$ cat src/rtl/sram_init_port.sv
// SRAM front end: sweeps INIT_VALUE into every address after reset or on request,
// then forwards bridge accesses and returns read data through a registered stage.
module sram_init_port #(
  parameter int                         SRAM_DATA_WIDTH = 32,
  parameter int                         SRAM_ADDR_WIDTH = 8,
  parameter int                         SRAM_STRB_WIDTH = 8,
  parameter logic [SRAM_DATA_WIDTH-1:0] INIT_VALUE      = '0,
  localparam int                        LANES           = SRAM_DATA_WIDTH / SRAM_STRB_WIDTH
) (
  input  logic                       AIX_CLK,
  input  logic                       RST,
  input  logic                       INIT_REQ,
  output logic                       INIT_DONE,
  input  logic                       BR_REQ,
  output logic                       BR_READY,
  input  logic [SRAM_ADDR_WIDTH-1:0] BR_ADDR,
  input  logic [SRAM_DATA_WIDTH-1:0] BR_DATA_W,
  input  logic [LANES-1:0]           BR_W_EN,
  output logic                       BR_RVALID,
  output logic [SRAM_DATA_WIDTH-1:0] BR_DATA_R,
  output logic                       SRAM_EN,
  output logic [SRAM_ADDR_WIDTH-1:0] SRAM_ADDR,
  output logic [SRAM_DATA_WIDTH-1:0] SRAM_DATA_W,
  output logic [LANES-1:0]           SRAM_W_EN,
  input  logic [SRAM_DATA_WIDTH-1:0] SRAM_DATA_R
);

  if (SRAM_DATA_WIDTH % SRAM_STRB_WIDTH != 0) begin : g_bad_strb
    $error("SRAM_DATA_WIDTH must be a multiple of SRAM_STRB_WIDTH");
  end

  typedef enum logic {ST_INIT, ST_RUN} state_t;

  state_t                     r_state;
  state_t                     w_state_next;
  logic [SRAM_ADDR_WIDTH-1:0] r_cnt;
  logic [SRAM_ADDR_WIDTH-1:0] w_cnt_next;
  logic                       r_rd_p1;
  logic                       r_rvalid;
  logic [SRAM_DATA_WIDTH-1:0] r_data_r;
  logic                       w_rd_accept;

  // Reads are accepted only in RUN; writes are any request with a lane enabled.
  assign w_rd_accept = (r_state == ST_RUN) && BR_REQ && (BR_W_EN == '0);

  // NOTE: state registers use non-blocking assignments so every flop samples
  // pre-edge values regardless of block ordering.
  always_ff @(posedge AIX_CLK) begin
    if (RST) begin
      r_state  <= ST_INIT;
      r_cnt    <= '0;
      r_rd_p1  <= 1'b0;
      r_rvalid <= 1'b0;
      r_data_r <= '0;
    end else begin
      r_state  <= w_state_next;
      r_cnt    <= w_cnt_next;
      r_rd_p1  <= w_rd_accept;
      r_rvalid <= r_rd_p1;
      if (r_rd_p1) begin
        r_data_r <= SRAM_DATA_R;
      end
    end
  end

  // NOTE: every output of this block gets a default first so no path through
  // the case statement can leave a latch behind.
  always_comb begin
    w_state_next = r_state;
    w_cnt_next   = r_cnt;
    INIT_DONE    = 1'b0;
    BR_READY     = 1'b0;
    SRAM_EN      = 1'b1;
    SRAM_ADDR    = r_cnt;
    SRAM_DATA_W  = INIT_VALUE;
    SRAM_W_EN    = '1;
    case (r_state)
      ST_INIT: begin
        w_cnt_next = r_cnt + 1'b1;
        if (r_cnt == '1) begin
          w_state_next = ST_RUN;
        end
      end
      ST_RUN: begin
        INIT_DONE   = 1'b1;
        BR_READY    = 1'b1;
        SRAM_EN     = BR_REQ;
        SRAM_ADDR   = BR_ADDR;
        SRAM_DATA_W = BR_DATA_W;
        SRAM_W_EN   = BR_REQ ? BR_W_EN : '0;
        if (INIT_REQ) begin
          w_state_next = ST_INIT;
          w_cnt_next   = '0;
        end
      end
      default: begin
        w_state_next = ST_INIT;
        w_cnt_next   = '0;
      end
    endcase
  end

  assign BR_RVALID = r_rvalid;
  assign BR_DATA_R = r_data_r;

endmodule

$ cat config.mk
export PLATFORM = sky130hd
export DESIGN_NAME = sram_init_port
export DESIGN_NICKNAME = d
export VERILOG_FILES = /design/src/rtl/sram_init_port.sv
export SDC_FILE = /design/constraint.sdc
export NUM_CORES = 1
export LEC_CHECK = 0
export BUFFER_PORTS_ARGS = -buffer_cell sky130_fd_sc_hd__clkbuf_2
export CORE_UTILIZATION = 39
export DETAILED_ROUTE_END_ITERATION = 8
export GPL_TIMING_DRIVEN = 0
export PLACE_DENSITY = 0.9
export SYNTH_ARGS = -nofsm -noshare
export SYNTH_HDL_FRONTEND = slang
export SYNTH_SLANG_ARGS = --single-unit
export TNS_END_PERCENT = 30
$ cat constraint.sdc
create_clock -name AIX_CLK -period 1.5 [get_ports AIX_CLK]
set_input_delay 0.15 -clock AIX_CLK [delete_from_list [all_inputs] [get_ports AIX_CLK]]
set_output_delay 0.15 -clock AIX_CLK [all_outputs]
set_load 0.02 [all_outputs]
== Word level (Yosys, flattened, before mapping) ==
Index checks and enable logic that the tools add are counted.
Widths: inputs -> output; s select.

* Add/sub/neg operators: 1
* Eq/ne operators: 2
* Multiplexer cells: 11
* Bitwise operators: 1
* Reduce and logical (&&, ||, !) cells: 3

{| class="wikitable"
|+ Operators by type and width
! kind !! count
|-
| $mux 32 || 1
|-
| $mux 8 || 2
|-
| $pmux 8 s2 || 1
|-
| $add 8x1->8 const B || 1
|-
| $eq 8x8->1 const B || 1
|-
| $mux 4 || 2
|-
| $logic_not 4->1 || 1
|-
| $mux 1 || 4
|-
| $logic_and 1x1->1 || 2
|-
| $ne 2x2->1 const B || 1
|-
| $pmux 1 s2 || 1
|-
| $not 1->1 || 1
|}

* Register bits: 43
* Input port bits: 80
* Output and inout bits: 80
* Logic and storage cells: 23

== Longest topological paths before layout ==
Gate-level depths: netlist (run 1).

* Depth after elaboration: 3
* Mapped depth: 5
* Mapped depth without buffers: 4

== Worst setup path before layout (run 1) ==
OpenSTA, ideal clock, no wires.

* Kind: reg-to-output
* Start: register r_state
* End: output port SRAM_ADDR[0]
* Data arrival time: 1.152 ns
* Path slack: 0.198 ns
* Cell stages (with the launch flop): 3
* Buffers on the path: 1
* Cells stage by stage: dfxtp_1 > buf_2 > mux2_2

* Cells in the longest elaborated chain, start to end: 1

{| class="wikitable"
|+ Ends and longest elaborated chain
! element !! RTL line !! RTL
|-
| start, declared || 34 || <nowiki>state_t r_state;</nowiki>
|-
| start signal, assigned || 56 || <nowiki>r_state <= w_state_next;</nowiki>
|-
| $mux 8 || 77 || <nowiki>case (r_state)</nowiki>
|-
| end, declared || 22 || <nowiki>output logic [SRAM_ADDR_WIDTH-1:0] SRAM_ADDR,</nowiki>
|}

No other way between the ends.

== Worst setup path after layout (run 1) ==
Ends and elaborated chain as after synthesis.

==> impl_metrics.yaml, run 1 <==
place:
  dp_slack_ps: 126
  routabilityCongestion: 0.825
  portBuffers: 158
  post-dp-hpwl_microns: 4610
  place_area_sq_um: 2860
power:
  p_per_area_nw_per_um2: 726
  p_leak_nw: 1.49
  pwr-share-comb: 0.078
  p_sw_frac: 0.208
  clkPwrFrac: 0.391
  p_seq_frac: 0.530
  peakVddDrop_uv: 434
  p_sw_uw: 453
  intPower_mw: 1.73
routing:
  wl_microns: 5740
  vias: 2088
  wl_per_cell_microns: 13.0
  drtIter0Drc: 75
  drc_errors: 0
  postRouteAntennaNets: 0
  vias_per_cell: 4.71
  drt_pre_antenna_iters: 4
clocking:
  postCtsHoldBufs: 0
  clock-root-buffer: "clkbuf_8"
  clkLatencyLatePin_ps: 290
  clockBufferDepth: 2
  cts_made_buffers: 5
  htreeDepth: 2
  clock_sinks: 43
  clk_pin_slew_ps: 80
  cts_tree: "built"
floorplan:
  io_pins: 160
  row_count: 25
  initial_core_util: 0.412
  dieArea_sq_um: 5380
  core_area_sq_um: 4820
  die_x_microns: 73.3
  dieHeight_microns: 73.3
grt:
  grt_util_met1: 0.212
  grt_use_met2: 0.397
  grt-busiest-layer: "met2"
  grt_max_degree: 13
  grt_pass1_wl_microns: 8420
  grt.total_usage: 0.207
  grt_pass1_vias: 1887
  antenna_found_initial: 0
  grt-ovfl-total: 0
  met3_usage: 0.0576
synth:
  syn_avg_cell_area_sq_um: 9.45
  yosys_warnings: 0
  synthesis.area_sq_um: 1980
  yosysSeqAreaShare: 0.434
  synth_cell_types: 28
  ys_seq_elements: 43
  synthCells: 210
  synthesis.nets: 291
worst_setup_path:
  r2r_end: "r_cnt[6]"
  r2r_setup_slack_ps: 120
  cp.required_ps: 1350
  crit_path_start_kind: "flop"
  r2r_start: "r_cnt[0]"
  critPathArrivalTime_ps: 1320
  critPathKind: "reg2out"
  path_max_fanout: 10
  r2r_cells: 4
  end_kind: "output port"
finish:
  multi_input_area_sq_um: 1030
  drive_gt1_frac: 0.508
  area_delta_synth_final_pct: 51.5
  antenna_cells: 0
  layout.nets: 457
  nFillCells: 447
  finish.instance_area_sq_um: 3010
  seq_area_sq_um: 865
min_path:
  whs_endpoint: "r_rd_p1"
  whs_path_depth: 2
  hold_class: "in2reg"
  min_from: "BR_W_EN[1]"
timing:
  slew_viol_final: 0
  period_share: 0.983
  setup_slack_ps: 25.4
  hold_viol: 0
  worst_pin_slew_ps: 445
  finClkSkew_ps: 7.95
  hold-worst-slack_ps: 37.4
  fmax_mhz: 678
  maxSlewHeadroom: 0.704
  rsz0062_at_grt: "yes"
  setup_viol_count_final: 0
  fin_crit_ps: 1470
flow_run:
  maxCapViolations: 0
run_status:
  status: "finished clean"
==> layout by cell type (no fill, tap or decap), types with 2 or more instances in the layout <==
cell         n
a21oi_1      5
and2_1      32
buf_2        9
buf_4        6
buf_8        2
clkbuf_1     3
clkbuf_2   152
clkbuf_4     3
clkbuf_8     5
dfxtp_1     42
mux2_2       8
mux2i_1     32
nand2_1      9
nand2b_1     3
nand3_1      2
nand4_1      2
nand4b_1     2
nor2_1      37
nor2b_1      2
o2111ai_1    3
o21ai_0      2
o41ai_1      3
==> layout make-up <==
type,count,share of cell area
Sequential cell,43,0.288
Clock buffer,6,0.0241
Timing Repair Buffer,159,0.266
Multi-Input combinational cell,150,0.342
Clock inverter,1,0.00999
Tap cell,67,0.0279
Inverter,1,0.00125
Buffer,16,0.0404
==> repair_timing <==
| action | 4_1_cts | 5_1_grt |
|---|---|---|
| setup endpoints to repair | 44 | 35 |
| resized for setup | 9 | 15 |
| setup buffers | 0 | 1 |
==> power groups by stage <==
| stage | Clock [mW] | Sequential [mW] | Combinational, mW |
|---|---|---|---|
| finish | 0.854 | 1.16 | 0.171 |
| global route | 0.914 | 1.16 | 0.187 |
| CTS | 0.877 | 1.16 | 0.173 |
| detailed placement | 0 | 1.19 | 0.171 |
| global placement | 0 | 1.19 | 0.166 |
| floorplan | 0 | 1.18 | 0.0515 |
==> synth_stat cells <==
cell type	count	area, sq um
dfxtp_1	43	861
nor2_1	37	139
and2_1	32	200
mux2i_1	32	320
nand2_1	9	33.8
mux2_2	8	90.1
buf_2	6	30.0
a21oi_1	5	25.0
clkbuf_1	5	18.8
buf_4	4	30.0
nand2b_1	3	18.8
o2111ai_1	3	26.3
o41ai_1	3	26.3
nand3_1	2	10.0
nand4_1	2	12.5
nand4b_1	2	17.5
nor2b_1	2	12.5
o21ai_0	2	10.0
a21bo_2	1	10.0
a31oi_1	1	6.26
buf_6	1	11.3
ha_1	1	12.5
inv_1	1	3.75
nand3b_1	1	7.51
nand4b_4	1	23.8
nor4_2	1	12.5
o32ai_1	1	8.76
or2_0	1	6.26
==> per-stage QoR <==
step                      std cells  setup TNS [ps]  power [mW]  utilization
after floorplan                 210               0        1.23            -
after global placement          435               0        1.35        0.594
after detailed placement        435               0        1.36        0.594
after CTS                       442           -4.46        2.21        0.619
after global routing            443           -60.9        2.26        0.624
final                           443               0        2.18        0.624
==> per-layer routing <==
| layer | up-vias | wire length, microns |
|---|---|---|
| met2 | 116 | 2960 |
| met3 | 12 | 427 |
| met4 | 0 | 125 |
| met1 | 919 | 2230 |
| met5 | - | 0 |
| li1 | 1041 | - |
==> logic make-up after synthesis <==
group | count (synthesis) | synth area share
simple gates | 93 | 0.249
flops | 43 | 0.434
mux | 40 | 0.207
buf+inv | 17 | 0.0473
compound gates | 16 | 0.0568
fa+ha+maj | 1 | 0.00630
==> registers in the layout, indices dropped and copies added (netlist names) <==
signal,flops
r_rd_p1,1
BR_DATA_R,32
r_state,1
BR_RVALID,1
r_cnt,8
==> worst max-delay path: stages, from the launching register on <==
cell,delay (ps)
dfxtp_4,390
buf_8,140
mux2_2,330
buf_2,160
==> how the worst max path moves through the flow <==
stage	from	end	slack (ps)	depth (start not counted)
finish	r_state	SRAM_ADDR[0]	30	3
global route	r_state	SRAM_ADDR[0]	-20	3
CTS	r_state	SRAM_ADDR[0]	-4	3
detailed placement	r_state	SRAM_ADDR[0]	130	3
global placement	r_state	SRAM_ADDR[0]	130	3
floorplan	r_state	SRAM_ADDR[0]	200	2
Power figures use the tool's default switching activity.
==> run 2: changes to the inputs <==
==> constraint.sdc (replaced) <==
create_clock -name AIX_CLK -period 1.85 [get_ports AIX_CLK]
set_input_delay 0.185 -clock AIX_CLK [delete_from_list [all_inputs] [get_ports AIX_CLK]]
set_output_delay 0.185 -clock AIX_CLK [all_outputs]
set_load 0.02 [all_outputs]
==> impl_metrics.yaml, run 2 (synthesis gave the netlist of run 1 again) <==
flow_run:
  maxCapViolations: 0
worst_setup_path:
  path_buf_inv: 2
  path_max_fanout: 10
  critPathKind: "reg2out"
  worstPathCellList: "buf_2, mux2_2, clkbuf_2"
  crit_family: "buffers and inverters"
  cp.required_ps: 1660
  slowest_delay_ps: 430
  r2r_setup_slack_ps: 460
  r2r_end: "r_cnt[6]"
  crit_path_start_kind: "flop"
  end_kind: "output port"
  critPathArrivalTime_ps: 1540
  crit_path_top_delay_cell: "dfxtp_1"
  r2r_cells: 4
  r2r_start: "r_cnt[0]"
  crit_cells: 3
floorplan:
  dieHeight_microns: 73.3
  row_count: 25
  initial_core_util: 0.412
  core_area_sq_um: 4820
  io_pins: 160
  dieArea_sq_um: 5380
  die_x_microns: 73.3
power:
  p_sw_frac: 0.207
  p_sw_uw: 366
  clkPwrFrac: 0.390
  intPower_mw: 1.40
  p_seq_frac: 0.532
  p_leak_nw: 1.46
  pwr-share-comb: 0.078
  peakVddDrop_uv: 352
  p_per_area_nw_per_um2: 597
timing:
  fin_crit_ps: 1720
  maxSlewHeadroom: 0.700
  rsz0062_at_grt: "no"
  period_share: 0.932
  setup_slack_ps: 126
  finalSetupTns_ps: 0
  hold_viol: 0
  setup_viol_count_final: 0
  worst_pin_slew_ps: 450
  slew_viol_final: 0
  fmax_mhz: 580
  finClkSkew_ps: 4.82
grt:
  antenna_found_initial: 0
  grt.total_usage: 0.207
  grt_pass1_vias: 1886
  grt_pass1_wl_microns: 8450
  grt-ovfl-total: 0
  grt_max_degree: 13
routing:
  drc_errors: 0
  wl_per_cell_microns: 12.8
  vias: 2067
  postRouteAntennaNets: 0
  drtIter0Drc: 97
  drt_pre_antenna_iters: 4
  wl_microns: 5660
  vias_per_cell: 4.68
finish:
  final_cell_mix: "158 x clkbuf_2, 43 x dfxtp_1, 37 x nor2_1, 32 x and2_1, 32 x mux2i_1"
  seq_area_sq_um: 861
  final_util: 0.615
  area_delta_synth_final_pct: 49.2
  antenna_cells: 0
  largest_register_ffs: 32
  nFillCells: 450
  multi_input_area_sq_um: 1030
  drive_gt1_frac: 0.496
  final_common_cell: "clkbuf_2"
  layout.nets: 456
min_path:
  hold_class: "in2reg"
  whs_endpoint: "r_rd_p1"
  whs_path_depth: 2
  min_from: "BR_W_EN[1]"
clocking:
  clk_pin_slew_ps: 80
  cts_post_setup_buffers_inserted: 0
  clkLatencyLatePin_ps: 290
  clock_sinks: 43
  clock-root-buffer: "clkbuf_8"
  clockBufferDepth: 2
  htreeDepth: 2
  cts_tree: "built"
  postCtsHoldBufs: 0
  cts_made_buffers: 5
  cts_resized: 0
place:
  post-dp-hpwl_microns: 4610
  routabilityCongestion: 0.825
  dp_slack_ps: 441
  portBuffers: 158
run_status:
  status: "finished clean"
-- run 2: cell count changes in the layout (fill, tap and decap cells not counted), sizes merged --
cell	change
buf	-7
clkbuf	+6
-- run 2: power groups by stage --
stage	registers [mW]	clock network (mW)	logic (mW)
final	0.940	0.690	0.139
after global routing	0.941	0.741	0.152
after CTS	0.940	0.711	0.140
after detailed placement	0.962	0	0.139
after global placement	0.961	0	0.134
after floorplan	0.959	0	0.0418
-- run 2: worst max path at each step --
stage,start,slack [ps],end
finish,r_state,130,SRAM_ADDR[0]
CTS,r_state,100,SRAM_ADDR[0]
global placement,r_state,440,SRAM_ADDR[0]
global route,r_state,20,SRAM_DATA_W[24]
detailed placement,r_state,440,SRAM_ADDR[0]
floorplan,r_state,510,SRAM_ADDR[0]
-- run 2: worst register-to-register path, cell delays in order (launching register included) --
cell	delay, ps
dfxtp_1	450
ha_1	290
nand4b_1	190
o2111ai_1	240
o41ai_1	100
-- run 2: per-layer routing --
metal | vias up | GRT usage | wire length (microns)
met2 | 104 | 0.396 | 2920
met4 | 0 | 0.0769 | 125
met5 | - | 0 | 0
met3 | 12 | 0.0562 | 406
met1 | 914 | 0.215 | 2210
li1 | 1037 | - | -
-- run 2: through the flow --
step | power, mW | instance area, sq um | cells | hold WS [ps]
global route | 1.83 | 2960 | 442 | 69.1
detailed placement | 1.10 | 2860 | 435 | 384
CTS | 1.79 | 2960 | 442 | 69.8
finish | 1.77 | 2960 | 442 | 75.6
global placement | 1.10 | 2860 | 435 | 376
floorplan | 1.00 | 1980 | 210 | 255
-- run 2: cell type report --
cell class	instances	area share
buffer	16	0.0304
tap	67	0.0283
multi-input combinational	150	0.348
clock inverter	1	0.0101
sequential	43	0.291
timing repair buffer	158	0.267
clock buffer	6	0.0245
inverter	1	0.00127
==> run 3: changes to the inputs <==
==> constraint.sdc (replaced) <==
create_clock -name AIX_CLK -period 1.85 [get_ports AIX_CLK]
set_input_delay 0 -clock AIX_CLK [delete_from_list [all_inputs] [get_ports AIX_CLK]]
set_output_delay 0 -clock AIX_CLK [all_outputs]
set_load 0.02 [all_outputs]
==> impl_metrics.yaml, run 3 (synthesis gave the netlist of run 1 again) <==
timing:
  fin_crit_ps: 1710
  hold_viol: 0
  setup_slack_ps: 139
  worst_pin_slew_ps: 453
  setup_viol_count_final: 0
  rsz0062_at_grt: "no"
  finClkSkew_ps: 4.67
  period_share: 0.925
  maxSlewHeadroom: 0.698
  fmax_mhz: 585
  finalSetupTns_ps: 0
  slew_viol_final: 0
min_path:
  hold_class: "in2reg"
  min_from: "INIT_REQ"
power:
  pwr-share-comb: 0.108
  intPower_mw: 1.45
  p_sw_uw: 385
  peakVddDrop_uv: 354
  p_seq_frac: 0.512
  p_per_area_nw_per_um2: 554
  p_sw_frac: 0.210
  p_leak_nw: 1.61
  clkPwrFrac: 0.379
finish:
  layout.nets: 491
  area_delta_synth_final_pct: 66.9
  antenna_cells: 0
  final_cell_mix: "158 x clkbuf_2, 43 x dfxtp_1, 37 x nor2_1, 35 x dlygate4sd3_1"
  nFillCells: 406
  final_common_cell: "clkbuf_2"
  largest_register_ffs: 32
  drive_gt1_frac: 0.454
floorplan:
  initial_core_util: 0.412
  core_area_sq_um: 4820
  dieArea_sq_um: 5380
  dieHeight_microns: 73.3
  io_pins: 160
  die_x_microns: 73.3
  row_count: 25
clocking:
  clockBufferDepth: 2
  cts_made_buffers: 5
  clk_pin_slew_ps: 80
  clkLatencyLatePin_ps: 290
  cts_resized: 0
  clock_sinks: 43
  clock-root-buffer: "clkbuf_8"
  cts_tree: "built"
  htreeDepth: 2
routing:
  drc_errors: 0
  postRouteAntennaNets: 0
  vias_per_cell: 4.72
  drt_pre_antenna_iters: 4
  drtIter0Drc: 90
  wl_microns: 6470
  vias: 2253
  wl_per_cell_microns: 13.6
flow_run:
  maxCapViolations: 0
run_status:
  status: "finished clean"
worst_setup_path:
  cp.required_ps: 2090
  end_kind: "flop"
  slowest_delay_ps: 570
  crit_path_start_kind: "flop"
  path_buf_inv: 3
  r2r_start: "r_state"
  path_max_fanout: 10
  r2r_setup_slack_ps: 140
  critPathArrivalTime_ps: 1950
  crit_family: "buffers and inverters"
  cp-startpoint: "r_state"
  crit_path_top_delay_cell: "dlygate4sd3_1"
  critPathKind: "reg2reg"
  worstPathCellList: "buf_6, buf_2, nand4b_1, nor4_2, dlygate4sd3_1"
grt:
  grt-ovfl-total: 0
  grt_pass1_wl_microns: 9550
  grt_pass1_vias: 2132
  grt.total_usage: 0.237
  grt_max_degree: 13
  antenna_found_initial: 0
place:
  dp_slack_ps: 501
  routabilityCongestion: 0.825
  portBuffers: 158
  post-dp-hpwl_microns: 4610
-- run 3: changes by cell type in the layout (fill, tap and decap cells not counted) --
cell	previous run	this run
dlygate4sd3_1	0	35
-- run 3: area by class of cell --
| cell class | instances | area, sq um | share of cell area |
|---|---|---|---|
| plain buffers | 16 | 90.1 | 0.0272 |
| clock buffers | 6 | 72.6 | 0.0219 |
| clock inverters | 1 | 30.0 | 0.00907 |
| inverters | 1 | 3.75 | 0.00113 |
| multi-input cells | 150 | 1030 | 0.311 |
| flip-flops and latches | 43 | 861 | 0.260 |
| well taps | 67 | 83.8 | 0.0253 |
| repair buffers | 193 | 1140 | 0.345 |
-- run 3: routing by layer --
metal  track usage  vias to the layer above  share of wire
met2         0.474                      121           0.53
li1              -                     1107              -
met5             0                        -              0
met3        0.0631                       20          0.078
met1         0.228                     1005           0.37
met4        0.0855                        0          0.025
-- run 3: stage by stage --
stage / cells / total power [mW] / hold WS (ps) / util / instance area, sq um
after global placement: 435 / 1.10 / 191 / 0.594 / 2860
after detailed placement: 435 / 1.10 / 199 / 0.594 / 2860
after CTS: 477 / 1.85 / 28.9 / 0.688 / 3310
after floorplan: 210 / 1.00 / 70.4 / - / 1980
after global routing: 477 / 1.90 / 47.6 / 0.688 / 3310
final: 477 / 1.83 / 36.3 / 0.688 / 3310
-- run 3: path summary, 6_finish.rpt --
| kind | depth (start not counted) | to |
|---|---|---|
| max | 5 | r_rd_p1 |
| min | 3 | r_cnt[1] |
| max reg2reg | 5 | r_rd_p1 |
| min reg2reg | 2 | BR_DATA_R[17] |
-- run 3: worst register-to-register path: stages, from the launching register on --
cell and delay [ps]:
dfxtp_1 430, buf_6 170, buf_2 190, nand4b_1 140, nor4_2 160, dlygate4sd3_1 570
-- run 3: power groups by stage --
stage          Combinational, mW  Sequential (mW)  Clock (mW)
2_1_floorplan             0.0418            0.959           0
3_3_place_gp               0.134            0.961           0
3_5_place_dp               0.139            0.962           0
4_1_cts                    0.196            0.940       0.711
5_1_grt                    0.215            0.941       0.746
6_report                   0.198            0.940       0.696
-- run 3: repair_timing --
item / in CTS / in global routing
setup buffers: 0 / 0
hold buffers: 35 / 0
endpoints found under the hold margin: 34 / 0
